--- src/rtl/dds_pwm_dac_driver.sv ---
// PWM DAC driver: converts each accepted sine sample into one PWM frame.
// Samples are double-buffered so duty only changes on frame boundaries.
module dds_pwm_dac_driver #(
    parameter int unsigned DATA_W   = 10,
    parameter int unsigned PERIOD   = 200,
    parameter int unsigned PRESCALE = 1
) (
    input  logic              clk,
    input  logic              reset_n,
    input  logic              enable,
    input  logic [DATA_W-1:0] sample_in,
    input  logic              sample_valid,
    output logic              sample_ready,
    input  logic              clr_flags,
    output logic              pwm_out,
    output logic              frame_start,
    output logic              clip_flag,
    output logic              underrun_flag,
    output logic              busy
);
    localparam int unsigned CNT_W = $clog2(PERIOD + 1);
    localparam int unsigned PRE_W = (PRESCALE > 1) ? $clog2(PRESCALE) : 1;

    localparam logic [CNT_W-1:0] CNT_LAST  = CNT_W'(PERIOD - 1);
    localparam logic [CNT_W-1:0] DUTY_FULL = CNT_W'(PERIOD);
    localparam logic [CNT_W-1:0] DUTY_MID  = CNT_W'(PERIOD / 2);
    localparam logic [PRE_W-1:0] PRE_LAST  = PRE_W'(PRESCALE - 1);

    localparam logic [1:0] ST_IDLE  = 2'd0;
    localparam logic [1:0] ST_RUN   = 2'd1;
    localparam logic [1:0] ST_DRAIN = 2'd2;

    logic [1:0]       state_q, state_d;
    logic [PRE_W-1:0] pre_cnt_q, pre_cnt_d;
    logic [CNT_W-1:0] cnt_q, cnt_d;
    logic [CNT_W-1:0] duty_q, duty_d;
    logic [CNT_W-1:0] hold_q, hold_d;
    logic             hold_full_q, hold_full_d;
    logic             pwm_q, pwm_d;
    logic             frame_start_q, frame_start_d;
    logic             clip_q, clip_d;
    logic             underrun_q, underrun_d;

    logic             accept;
    logic             sample_over;
    logic             tick;
    logic             boundary;
    logic             running_d;

    always_comb begin
        state_d     = state_q;
        pre_cnt_d   = pre_cnt_q;
        cnt_d       = cnt_q;
        duty_d      = duty_q;
        hold_d      = hold_q;
        hold_full_d = hold_full_q;
        clip_d      = clr_flags ? 1'b0 : clip_q;
        underrun_d  = clr_flags ? 1'b0 : underrun_q;
        boundary    = 1'b0;
        tick        = (pre_cnt_q == PRE_LAST);
        accept      = sample_valid && !hold_full_q;
        sample_over = (32'(sample_in) > PERIOD);

        if (accept) begin
            hold_d      = sample_over ? DUTY_FULL : CNT_W'(sample_in);
            hold_full_d = 1'b1;
            if (sample_over) begin
                clip_d = 1'b1;
            end
        end

        case (state_q)
            ST_IDLE: begin
                if (enable) begin
                    state_d   = ST_RUN;
                    cnt_d     = '0;
                    pre_cnt_d = '0;
                    boundary  = 1'b1;
                end
            end
            ST_RUN, ST_DRAIN: begin
                if (state_q == ST_DRAIN && enable) begin
                    state_d = ST_RUN;
                end else if (state_q == ST_RUN && !enable) begin
                    state_d = ST_DRAIN;
                end
                if (tick) begin
                    pre_cnt_d = '0;
                    if (cnt_q == CNT_LAST) begin
                        cnt_d = '0;
                        // A drain that is still disabled at frame end stops here without loading.
                        if (state_q == ST_DRAIN && !enable) begin
                            state_d = ST_IDLE;
                        end else begin
                            boundary = 1'b1;
                            if (!hold_full_q) begin
                                underrun_d = 1'b1;
                            end
                        end
                    end else begin
                        cnt_d = cnt_q + CNT_W'(1);
                    end
                end else begin
                    pre_cnt_d = pre_cnt_q + PRE_W'(1);
                end
            end
            default: begin
                state_d   = ST_IDLE;
                cnt_d     = '0;
                pre_cnt_d = '0;
            end
        endcase

        if (boundary && hold_full_q) begin
            duty_d      = hold_q;
            hold_full_d = 1'b0;
        end

        // Outputs are computed from next-state values so the register matches the count it accompanies.
        running_d     = (state_d == ST_RUN) || (state_d == ST_DRAIN);
        pwm_d         = running_d && (cnt_d < duty_d);
        frame_start_d = running_d && (cnt_d == '0) && (pre_cnt_d == '0);
    end

    always_ff @(posedge clk or negedge reset_n) begin
        if (!reset_n) begin
            state_q       <= ST_IDLE;
            pre_cnt_q     <= '0;
            cnt_q         <= '0;
            duty_q        <= DUTY_MID;
            hold_q        <= '0;
            hold_full_q   <= 1'b0;
            pwm_q         <= 1'b0;
            frame_start_q <= 1'b0;
            clip_q        <= 1'b0;
            underrun_q    <= 1'b0;
        end else begin
            state_q       <= state_d;
            pre_cnt_q     <= pre_cnt_d;
            cnt_q         <= cnt_d;
            duty_q        <= duty_d;
            hold_q        <= hold_d;
            hold_full_q   <= hold_full_d;
            pwm_q         <= pwm_d;
            frame_start_q <= frame_start_d;
            clip_q        <= clip_d;
            underrun_q    <= underrun_d;
        end
    end

    assign sample_ready  = !hold_full_q;
    assign pwm_out       = pwm_q;
    assign frame_start   = frame_start_q;
    assign clip_flag     = clip_q;
    assign underrun_flag = underrun_q;
    assign busy          = (state_q == ST_RUN) || (state_q == ST_DRAIN);

endmodule

--- config.mk ---
export PLATFORM = sky130hd
export DESIGN_NAME = dds_pwm_dac_driver
export DESIGN_NICKNAME = d
export VERILOG_FILES = /design/src/rtl/dds_pwm_dac_driver.sv
export SDC_FILE = /design/constraint.sdc
export NUM_CORES = 1
export LEC_CHECK = 0
export ABC_AREA = 1
export BUFFER_PORTS_ARGS = -buffer_cell sky130_fd_sc_hd__clkbuf_2
export CAP_MARGIN = 40
export CORE_MARGIN = 1.5
export CORE_UTILIZATION = 50
export DETAILED_ROUTE_END_ITERATION = 12
export PLACE_DENSITY = 0.79
export SLEW_MARGIN = 40
export SYNTH_ARGS = -nofsm -noshare
export SYNTH_HDL_FRONTEND = slang
export SYNTH_SLANG_ARGS = --single-unit
--- constraint.sdc ---
create_clock -name clk -period 3.2 [get_ports clk]
set_clock_uncertainty 0.1 [all_clocks]
set_input_delay 0.64 -clock clk [delete_from_list [all_inputs] [get_ports clk]]
set_output_delay 0.64 -clock clk [all_outputs]
set_load 0.01 [all_outputs]
Word level (Yosys, flattened, before mapping)

Index checks and enable logic that the tools add are counted.
Widths: inputs -> output; s select.

Bits in registers: 32
Input bits: 15
Output and inout bits: 6

Add/subtract/negate cells: 2
Order comparisons: 2
Equal/unequal tests: 5
Multiplexer cells: 32
Bitwise gates (word level): 1
Reduce and logical (&&, ||, !) cells: 16

Operators by type and width:

| cell                | count |
|---|---|
| $mux 8              | 5 |
| $mux 1              | 17 |
| $pmux 8 s2          | 1 |
| $mux 2              | 6 |
| $gt 10x8->1 const B | 1 |
| $add 8x1->8 const B | 1 |
| $eq 8x8->1 const B  | 1 |
| $logic_and 1x1->1   | 8 |
| $logic_not 8->1     | 1 |
| $lt 8x8->1          | 1 |
| $eq 2x1->1 const B  | 2 |
| $eq 2x2->1 const B  | 2 |
| $pmux 1 s2          | 2 |
| $pmux 2 s2          | 1 |
| $logic_not 1->1     | 2 |
| $logic_not 2->1     | 1 |
| $logic_or 1x1->1    | 2 |
| $reduce_bool 2->1   | 1 |
| $reduce_or 2->1     | 1 |
| $add 1x1->1 const B | 1 |
| $not 1->1           | 1 |

Depth between registers and ports, before layout

Gate-level depths: netlist of the first run.

Depth after elaboration: 12
Mapped depth: 17
Mapped depth without buffers: 17

Worst setup path before layout of the first run

Ideal clock, no wire load.

Kind: register -> register
From: register state_q[0]
To: register pwm_q (netlist: pwm_out)
Library setup time: 73 ps
Data arrival time: 2,431 ps
Data required time: 3,027 ps
Slack: 596 ps
Stages on the path, launching flop included: 18
Cells stage by stage: dfrtp_1 -> inv_1 -> ha_1 -> buf_4 -> nand2_1 -> nor2_2 -> nand3_4 -> nand2_4 -> nand2_4 -> inv_2 -> or2_1 -> o21ai_1 -> ha_1 -> a21oi_1 -> nor2_1 -> a211oi_1 -> nand3_1 -> a21oi_2

Cells in the longest elaborated chain, start to end: 11

Ends and longest elaborated chain:

| what                                                                | line | RTL |
|---|---|---|
| from (decl)                                                         | 33   | `logic [1:0] state_q, state_d;` |
| from (signal assigned)                                              | 138  | `state_q <= state_d;` |
| parallel branches: the longest is 10 deep, another holds $lt 8x8->1 | --   |  |
| $logic_and 1x1->1 (*)                                               | 121  | `pwm_d = running_d && (cnt_d < duty_d);` |
| named net pwm_d                                                     | 39   | `logic pwm_q, pwm_d;` |
| to (signal assigned)                                                | 144  | `pwm_q <= pwm_d;` |
| to (decl)                                                           | 39   |  |

Mark *: on every way through the listed nets, which the timed path passes.
A chain may end at the register's enable or synchronous reset.

Worst setup path in the final report of the first run

Ends and elaborated chain as after synthesis.

==> results.md, run 1 <==
* Status: complete, no violations
* Skew-Pair Late Insertion Delay at 0.29 ns
* Crit-path max cell delay at 0.41 ns
* Final nets at 290
* Register bit total from synthesis at 32
* Tmin final at 2.62 ns
* Leading area contributor after synthesis: dfrtp_1
* Crit path capture type: flip-flop
* CP bufs+invs at 2
* Critical-path cell list: inv_1 -> ha_1 -> nand2_1 -> nor2_2 -> nand3_4 -> nand2_4 -> nand2_4 -> inv_2 -> or2_1 -> o21ai_1 -> ha_1 -> a21oi_1 -> nor2_1 -> a211oi_1 -> nand3_1 -> a21oi_2
* Fraction of layout cells with a size suffix above 1 at 0.201
* Ant. Diodes at 0
* Largest net degree at the start of global routing at 33
* Drt first-iter violations at 163
* Max rail drop VDD at 0.390 mV
* Gpl congestion at 0.902
* PD cells at 821 nW/um^2
* Crit Path Category: flip-flop to flip-flop
* Most numerous cell in the Yosys netlist: nand2_1
* Critical Path AT at 2.75 ns
* Sw Share at 0.400
* Fmax at 382 MHz
* Wire length per cell at 12.4 um
* Synth async-reset ratio at 1.00
* Logic gate share of total power at 0.431
* Vias at 1581
* Synth Flop Type: dfrtp_1
* Critical Path Start Type: flip-flop
* CTS Buf Count at 5
* First-pass GRT wire length at 6640 um
* Initial antenna violation count at 0
* Critical path data required time at 3.33 ns
* CTS tree: built
* Post-CTS Setup Bufs at 0
* Top cell type's share of synthesized area at 0.388
* Post-synth EDFFs at 0
* CTS H-Tree Depth at 2
* Hold buffers post-CTS at 0
* Setup TNS at 0 ns
* Sequential share of the synthesized area at 0.430
* CTS root buf: clkbuf_8
* Final setup viols at 0
* Period utilisation layout at 0.819
* Syn_area_per_cell at 7.90 um^2
* Synth-to-Final Area Change at 14.4%
* Initial Util at 0.515
* Area occupied by multi-input gates at 917 um^2
* Design area at 2140 um^2
* CTS sink count at 32
* CP max stage cell: dfrtp_1
* Yosys cell types at 32
* RSZ-0062 raised after global routing: false
* GRT Util Overall at 0.215
* Max-slew headroom at 0.529
* Post-synth top cells: 62 x nand2_1, 29 x dfrtp_1, 29 x inv_1
* Synth Net Count at 264
* Switch Pwr at 0.703 mW
* Port buffer count at 20
* Clock Path Buffers at 2
* Routed WL at 3860 um
* Hold Violations, Final at 0
* HP Class: primary input to asynchronous set/reset pin
* Gate Count Post-Synth at 237
* Clock network fraction of design power at 0.220
* Synth Warn # at 0
* Register area at 805 um^2
* Delay-heaviest family, CP: simple AND/OR/NAND/NOR gates
* Flop pwr share at 0.349
* Via/cell ratio at 5.07
* # DRC at 0
* Final Core Density at 0.590
* CTS-repair resized insts at 0
* Width of the die at 64.2 um
* GRT Residual Overflow at 0
* Cell area after synthesis at 1870 um^2
* Number of global-route vias before repair at 1474
* Inst Count DP at 304
* Fill cells at 351
* DIE AREA at 4120 um^2
* Total power at 1.76 mW
* Max Cap Viol at 0
* Post-DP HPWL at 3030 um
* Reg clk slew, reported paths at 0.07 ns
* CORE AREA at 3630 um^2
* Final cell count without fillers at 312
* Actual slew at the worst max-slew pin at 0.707 ns
* Top cells by area, synth: dfrtp_1 39%, nand2_1 12%, ha_1 8.0%
* Placed cell areas at 2030 um^2
* Max Slew Vio Count at 0
* Internal power at 1.06 mW
* CP Max Fanout at 10
* Row count at 22
* Leak at 1.08 nW
* Drt pass-1 iters at 4
* ANT nets after route at 0
* Die H at 64.2 um
* IO Pins at 21
sequential cells by signal (all words and copies together) (netlist names), 2 cells and up:
register / flops
hold_q: 8
cnt_q: 8
state_q: 2
duty_q: 8
path summary, 6_finish.rpt:
| kind | slack (ns) | depth (start not counted) | start | end |
|---|---|---|---|---|
| max | 0.58 | 16 | state_q[0] | pwm_out |
| min | 0.30 | 1 | reset_n | cnt_q[0] |
| max reg2reg | 0.58 | 16 | state_q[0] | pwm_out |
| min reg2reg | 0.39 | 2 | duty_q[0] | duty_q[0] |
| max in group asynchronous | 2.25 | 1 | reset_n | duty_q[1] |
| min in group clk | 0.39 | 2 | duty_q[0] | duty_q[0] |
logic make-up after synthesis:
logic type	after synthesis	synth area share
compound gates	36	0.103
fa+ha+maj	12	0.0802
xor+xnor	2	0.00936
simple gates	117	0.297
buf+inv	38	0.0802
flops	32	0.430
worst register-to-register path: cells and delay by family, from the launching register on:
family | cells | cell delay (ns)
AO/OA/AOI/OAI | 4 | 0.49
adder cells (fa/ha/maj) | 2 | 0.60
buffers and inverters | 2 | 0.19
flip-flops | 1 | 0.41
AND/OR/NAND/NOR | 8 | 0.75
cell usage in the layout (no fill, tap or decap):
master / Yosys / routed
nor3_2: 1 / 1
or2_0: 1 / 1
nand3_1: 11 / 11
nand2_4: 2 / 2
nor2_2: 2 / 2
bufinv_16: 0 / 1
o21ai_1: 8 / 8
a211oi_1: 2 / 2
nor2_1: 18 / 18
xor2_1: 2 / 2
inv_2: 5 / 5
or3_1: 1 / 1
ha_1: 12 / 12
or2_1: 6 / 6
clkinvlp_4: 0 / 1
clkinv_2: 0 / 1
clkbuf_8: 0 / 5
dfrtp_1: 29 / 29
nand3_2: 1 / 1
nand2_2: 4 / 4
nor3_1: 1 / 1
a21oi_1: 11 / 11
inv_1: 29 / 29
o21ai_0: 11 / 11
dfstp_2: 3 / 3
nand4_1: 3 / 3
clkbuf_2: 0 / 19
nand2_1: 62 / 62
nand3b_1: 1 / 1
o22ai_1: 3 / 3
inv_4: 1 / 1
nor2_4: 2 / 2
buf_4: 1 / 2
nand3_4: 1 / 1
a21oi_2: 1 / 1
buf_2: 1 / 1
final cells by class:
class / instances / area share
tap: 48 / 0.0280
sequential: 32 / 0.376
multi-input combinational: 167 / 0.428
inverter: 35 / 0.0625
clock inverter: 3 / 0.0199
clock buffer: 5 / 0.0321
timing repair buffer: 22 / 0.0537
power by group through the flow:
stage	sequential (mW)	combinational (mW)	clock (mW)
floorplan	0.608	0.557	0
global placement	0.619	0.727	0
detailed placement	0.621	0.762	0
CTS	0.614	0.766	0.397
global route	0.628	0.876	0.410
finish	0.613	0.758	0.387
layer usage:
metal  track usage  share of wire  up-vias
li1              -              -      810
met1         0.264           0.46      739
met2         0.361           0.50       27
met3        0.0581          0.030        5
met4        0.0798          0.013        0
met5             0              0        -
stage by stage:
| step | hold WS [ns] | setup slack, ns |
|---|---|---|
| detailed placement | 0.375 | 0.593 |
| CTS | 0.345 | 0.560 |
| global route | 0.347 | 0.326 |
| finish | 0.296 | 0.580 |
| global placement | 0.375 | 0.630 |
| floorplan | 0.244 | 0.596 |
Power figures use the tool's default switching activity.
==> inputs of run 2 (changes only) <==
==> constraint.sdc (replaced) <==
create_clock -name clk -period 2.61 [get_ports clk]
set_clock_uncertainty 0.1 [all_clocks]
set_input_delay 0.522 -clock clk [delete_from_list [all_inputs] [get_ports clk]]
set_output_delay 0.522 -clock clk [all_outputs]
set_load 0.01 [all_outputs]
==> run 2 against run 1 <==
  * Register-to-register slack got worse by 0.47 ns
  * Wire length barely moved
  * Worst setup slack got worse by 0.47 ns
  * Fmax grew 4.8%
  * Largest power group unchanged
==> results.md, run 2 (synthesis results as in run 1) <==
* Most frequent cells in the layout: 62 x nand2_1, 29 x dfrtp_1, 27 x inv_1
* Critical Path Start Type: flip-flop
* Crit path capture type: flip-flop
* GRT Residual Overflow at 0
* Fmax at 400 MHz
* Hold Violations, Final at 0
* Crit Path Category: flip-flop to flip-flop
* Final Core Density at 0.614
* Gpl congestion at 0.950
* Row count at 22
* Max-slew headroom at 0.537
* Cell mode on critical path: nand2_4
* GRT Util Overall at 0.216
* PD cells at 992 nW/um^2
* Via/cell ratio at 5.01
* Delay-heaviest family, CP: simple AND/OR/NAND/NOR gates
* Final nets at 297
* Critical-path cell list: inv_2 -> ha_4 -> nand2_1 -> nor2_2 -> nand3_4 -> nand2_4 -> nand2_4 -> inv_4 -> or2_1 -> o21ai_2 -> ha_1 -> a21oi_1 -> nor2_1 -> a211oi_1 -> nand3_1 -> a21oi_2
* Hold buffers post-CTS at 0
* CP Max Fanout at 7
* Final cell count without fillers at 319
* CORE AREA at 3630 um^2
* Initial Util at 0.515
* Die H at 64.2 um
* CTS H-Tree Depth at 2
* Final setup viols at 0
* Critical Path AT at 2.62 ns
* HP Class: primary input to asynchronous set/reset pin
* Clock Path Buffers at 2
* Leak at 1.11 nW
* Reg clk slew, reported paths at 0.07 ns
* Worst r2r path cells at 16
* Critical path data required time at 2.73 ns
* Initial antenna violation count at 0
* Status: complete, no violations
* Drt first-iter violations at 93
* RR Startpoint: state_q[1]
* Max Cap Viol at 0
* Top flop regs: cnt_q: 8 flops, duty_q: 8 flops, hold_q: 8 flops
* Total power at 2.21 mW
* Max Slew Vio Count at 0
* First-pass GRT wire length at 6830 um
* # DRC at 0
* Max rail drop VDD at 0.455 mV
* Number of global-route vias before repair at 1563
* Width of the die at 64.2 um
* Post-DP HPWL at 3070 um
* DIE AREA at 4120 um^2
* Drt pass-1 iters at 4
* Wire length per cell at 12.1 um
* Reg-to-reg slack, setup at 0.11 ns
* CTS root buf: clkbuf_8
* Tmin final at 2.50 ns
* Most common cell after layout, fill and taps aside: nand2_1
* Port buffer count at 20
* CTS sink count at 32
* Fraction of layout cells with a size suffix above 1 at 0.255
* ANT nets after route at 0
* Skew-Pair Late Insertion Delay at 0.29 ns
* Largest net degree at the start of global routing at 33
* Vias at 1599
* FF-to-FF End: pwm_out
* Actual slew at the worst max-slew pin at 0.694 ns
* Period utilisation layout at 0.958
* CTS Buf Count at 5
* CTS tree: built
* Crit-path max cell delay at 0.39 ns
* RSZ-0062 raised after global routing: true
* CP bufs+invs at 2
* Routed WL at 3860 um
* Synth-to-Final Area Change at 19.2%
* Ant. Diodes at 0
* Inst Count DP at 308
* CP max stage cell: dfrtp_1
* IO Pins at 21
* Number of cells on the critical path at 16
-- run 2: cell count changes in the layout (fill, tap and decap cells not counted), sizes merged --
cell / before / now
buf: 3 / 10
-- run 2: routing by layer --
layer  GRT usage  wire, um  up-vias
li1            -         -      824
met5           0         0        -
met2       0.370      1950       30
met4      0.0771        72        0
met3      0.0528        97        6
met1       0.263      1740      739
-- run 2: layout make-up --
cell class	instances	area (um^2)
timing repair buffer	29	168
clock inverter	3	42.5
sequential	32	805
fill	365	1400
inverter	35	136
multi-input combinational	167	951
tap	48	60.1
clock buffer	5	68.8
-- run 2: worst register-to-register path, cell delays in order, from the launching register on --
cell,delay (ns)
dfrtp_1,0.39
inv_2,0.07
ha_4,0.26
nand2_1,0.05
nor2_2,0.14
nand3_4,0.10
nand2_4,0.08
nand2_4,0.08
inv_4,0.09
or2_1,0.11
o21ai_2,0.06
ha_1,0.31
a21oi_1,0.15
nor2_1,0.05
a211oi_1,0.18
nand3_1,0.11
a21oi_2,0.10
-- run 2: through the flow --
| step | hold slack, ns | setup TNS (ns) | cell area, um^2 | setup slack, ns |
|---|---|---|---|---|
| after floorplan | 0.126 | 0 | 1870 | 0.00623 |
| after global placement | 0.359 | 0 | 2060 | 0.150 |
| after detailed placement | 0.365 | 0 | 2060 | 0.0529 |
| after CTS | 0.221 | 0 | 2170 | 0.0273 |
| after global routing | 0.231 | -0.0330 | 2230 | -0.0330 |
| final | 0.178 | 0 | 2230 | 0.109 |
-- run 2: worst max-delay path by stage --
stage                from      end  slack [ns]
2_1_floorplan  state_q[0]  pwm_out       0.006
3_3_place_gp   state_q[1]  pwm_out        0.15
3_5_place_dp   state_q[1]  pwm_out        0.05
4_1_cts        state_q[1]  pwm_out        0.03
5_1_grt        state_q[1]  pwm_out       -0.03
6_report       state_q[1]  pwm_out        0.11
-- run 2: where the power goes --
group	internal, mW	switching (mW)
Sequential	0.667	0.0807
Clock	0.282	0.186
Combinational	0.390	0.608
-- run 2: what timing repair did --
| item | in CTS | in global routing |
|---|---|---|
| setup buffers | 0 | 3 |
| resized for setup | 0 | 11 |
| setup endpoints to repair | 0 | 1 |
==> inputs of run 3 (changes only) <==
--- a/config.mk
+++ b/config.mk
@@ -6,9 +6,9 @@
 export NUM_CORES = 1
 export LEC_CHECK = 0
 export ABC_AREA = 1
-export BUFFER_PORTS_ARGS = -buffer_cell sky130_fd_sc_hd__clkbuf_2
+export BUFFER_PORTS_ARGS = -buffer_cell sky130_fd_sc_hd__buf_2
 export CAP_MARGIN = 40
-export CORE_MARGIN = 1.5
+export CORE_MARGIN = 8
 export CORE_UTILIZATION = 50
 export DETAILED_ROUTE_END_ITERATION = 12
 export PLACE_DENSITY = 0.79
==> constraint.sdc (replaced) <==
create_clock -name clk -period 2.61 [get_ports clk]
set_clock_uncertainty 0.1 [all_clocks]
set_input_delay 0.261 -clock clk [delete_from_list [all_inputs] [get_ports clk]]
set_output_delay 0.261 -clock clk [all_outputs]
set_load 0.01 [all_outputs]
==> run 3 against run 2 <==
  * Critical path depth stayed put
  * Cell count unchanged
  * Clock-buffer cell count increased by 1
  * Die area is 45% higher
  * Worst setup slack got worse by 0.0050 ns
  * Clock power fell by 2%
  * Hold slack got worse by 0.087 ns
  * First-iteration DRC count decreased by 8.6%
  * Critical path type unchanged
  * Largest power group unchanged
  * Highest routed layer unchanged
==> results.md, run 3 (synthesis results as in run 1) <==
* Status: complete, no violations
* Uppermost layer routed: met4
* Initial antenna violation count at 0
* Delay-heaviest family, CP: simple AND/OR/NAND/NOR gates
* First-pass GRT wire length at 6560 um
* Max-slew headroom at 0.542
* Skew-Pair Late Insertion Delay at 0.28 ns
* CORE AREA at 3630 um^2
* Via/cell ratio at 4.88
* Drt pass-1 iters at 4
* Logic gate share of total power at 0.455
* Internal power at 1.36 mW
* Critical-path cell list: inv_2 -> ha_4 -> nand2_1 -> nor2_2 -> nand3_4 -> nand2_4 -> nand2_4 -> inv_4 -> or2_1 -> o21ai_2 -> ha_1 -> a21oi_2 -> nor2_1 -> a211oi_2 -> nand3_1 -> a21oi_2
* Die H at 77.2 um
* Top flop regs: cnt_q: 8 flops, duty_q: 8 flops, hold_q: 8 flops
* CTS Buf Count at 5
* Worst Setup EP: pwm_out
* Drt first-iter violations at 85
* Inst Count DP at 307
* Hold Violations, Final at 0
* Synth-to-Final Area Change at 19.9%
* CTS tree: built
* HP Class: primary input to flip-flop
* Crit Path Category: flip-flop to flip-flop
* Critical path launch point: state_q[1]
* # DRC at 0
* Switch Pwr at 0.856 mW
* Critical Path Start Type: flip-flop
* Final Core Density at 0.618
* Initial Util at 0.515
* FF-to-FF End: pwm_out
* Post-DP HPWL at 3030 um
* Met3 Routed Length at 103 um
* Gpl congestion at 0.846
* Flop pwr share at 0.338
* RR Startpoint: state_q[1]
* Routed WL at 3940 um
* CP bufs+invs at 2
* Setup TNS at 0 ns
* Worst r2r path cells at 16
* Crit path capture type: flip-flop
* Leak at 1.11 nW
* Number of global-route vias before repair at 1490
* Number of cells on the critical path at 16
* CP max stage cell: dfrtp_2
* Final setup viols at 0
* Ant. Diodes at 0
* Reg-to-reg slack, setup at 0.10 ns
* Clock Path Buffers at 2
* Setup slack at placement at 0.0444 ns
* Final worst setup slack at 0.104 ns
* Vias at 1557
* PD cells at 986 nW/um^2
* Fmax at 399 MHz
* DIE AREA at 5960 um^2
* Critical path data required time at 2.73 ns
* Final cell count without fillers at 319
* Clock network fraction of design power at 0.207
* IO Pins at 21
* Max rail drop VDD at 0.525 mV
* Critical Path AT at 2.62 ns
* Width of the die at 77.2 um
* Max Slew Vio Count at 0
* Max Cap Viol at 0
* Most frequent cells in the layout: 62 x nand2_1, 28 x dfrtp_1, 27 x inv_1
* Largest net degree at the start of global routing at 33
* Most common cell after layout, fill and taps aside: nand2_1
* Crit-path max cell delay at 0.41 ns
* Row count at 22
* GRT Residual Overflow at 0
* Port buffer count at 20
* ANT nets after route at 0
* Reg clk slew, reported paths at 0.07 ns
* CTS sink count at 32
* Tmin final at 2.51 ns
* Wire length per cell at 12.3 um
* Final nets at 297
* Actual slew at the worst max-slew pin at 0.687 ns
* WL met1 at 1790 um
* CTS root buf: clkbuf_8
* Sw Share at 0.387
* CP Max Fanout at 6
* Routed wire length on met2 at 1990 um
* Fraction of layout cells with a size suffix above 1 at 0.255
* GRT Util Overall at 0.134
* CTS H-Tree Depth at 2
* Period utilisation layout at 0.960
## run 3: cell count changes in the layout (fill, tap and decap cells not counted), sizes merged
cell / before / now
clkbuf: 24 / 6
clkinvlp: 1 / 0
buf: 10 / 28
dlygate4sd3: 0 / 1
## run 3: cell type report
cell class                 count  area, um^2
sequential                    32         806
tap                           48        60.1
fill                         334        1390
inverter                      35         136
clock buffer                   6        72.6
multi-input combinational    167         965
clock inverter                 2        35.0
timing repair buffer          29         170
## run 3: routing by layer
metal  GRT usage  vias up
li1            -      824
met1       0.156      704
met2       0.227       24
met3      0.0280        5
met4      0.0679        0
met5           0        -
## run 3: timing repair
item,CTS,global route
endpoints found under the setup margin,0,1
buffers inserted,0,3
resized for setup,0,14
endpoints found under the hold margin,29,0
hold buffers,1,0
## run 3: how the worst min path moves through the flow
stage / from / to / slack [ns] / cells past startpoint
after floorplan: reset_n / clip_flag / -0.13 / 0
final: clr_flags / clip_flag / 0.09 / 2
after global routing: clr_flags / clip_flag / 0.10 / 2
after global placement: reset_n / hold_q[3] / 0.24 / 1
after CTS: clr_flags / clip_flag / 0.09 / 2
after detailed placement: reset_n / hold_q[3] / 0.25 / 1
## run 3: metrics by stage
| stage | power (mW) | hold slack (ns) | area, um^2 |
|---|---|---|---|
| after floorplan | 1.43 | -0.135 | 1870 |
| after global placement | 1.66 | 0.242 | 2050 |
| after detailed placement | 1.68 | 0.247 | 2050 |
| after CTS | 2.15 | 0.0875 | 2170 |
| after global routing | 2.41 | 0.102 | 2240 |
| final | 2.21 | 0.0908 | 2240 |
## run 3: power groups by stage
stage               sequential, mW  combinational [mW]  clock, mW
global placement             0.750               0.910          0
finish                       0.749                1.01      0.459
floorplan                    0.745               0.683          0
CTS                          0.742               0.935      0.474
global route                 0.765                1.16      0.488
detailed placement           0.750               0.931          0
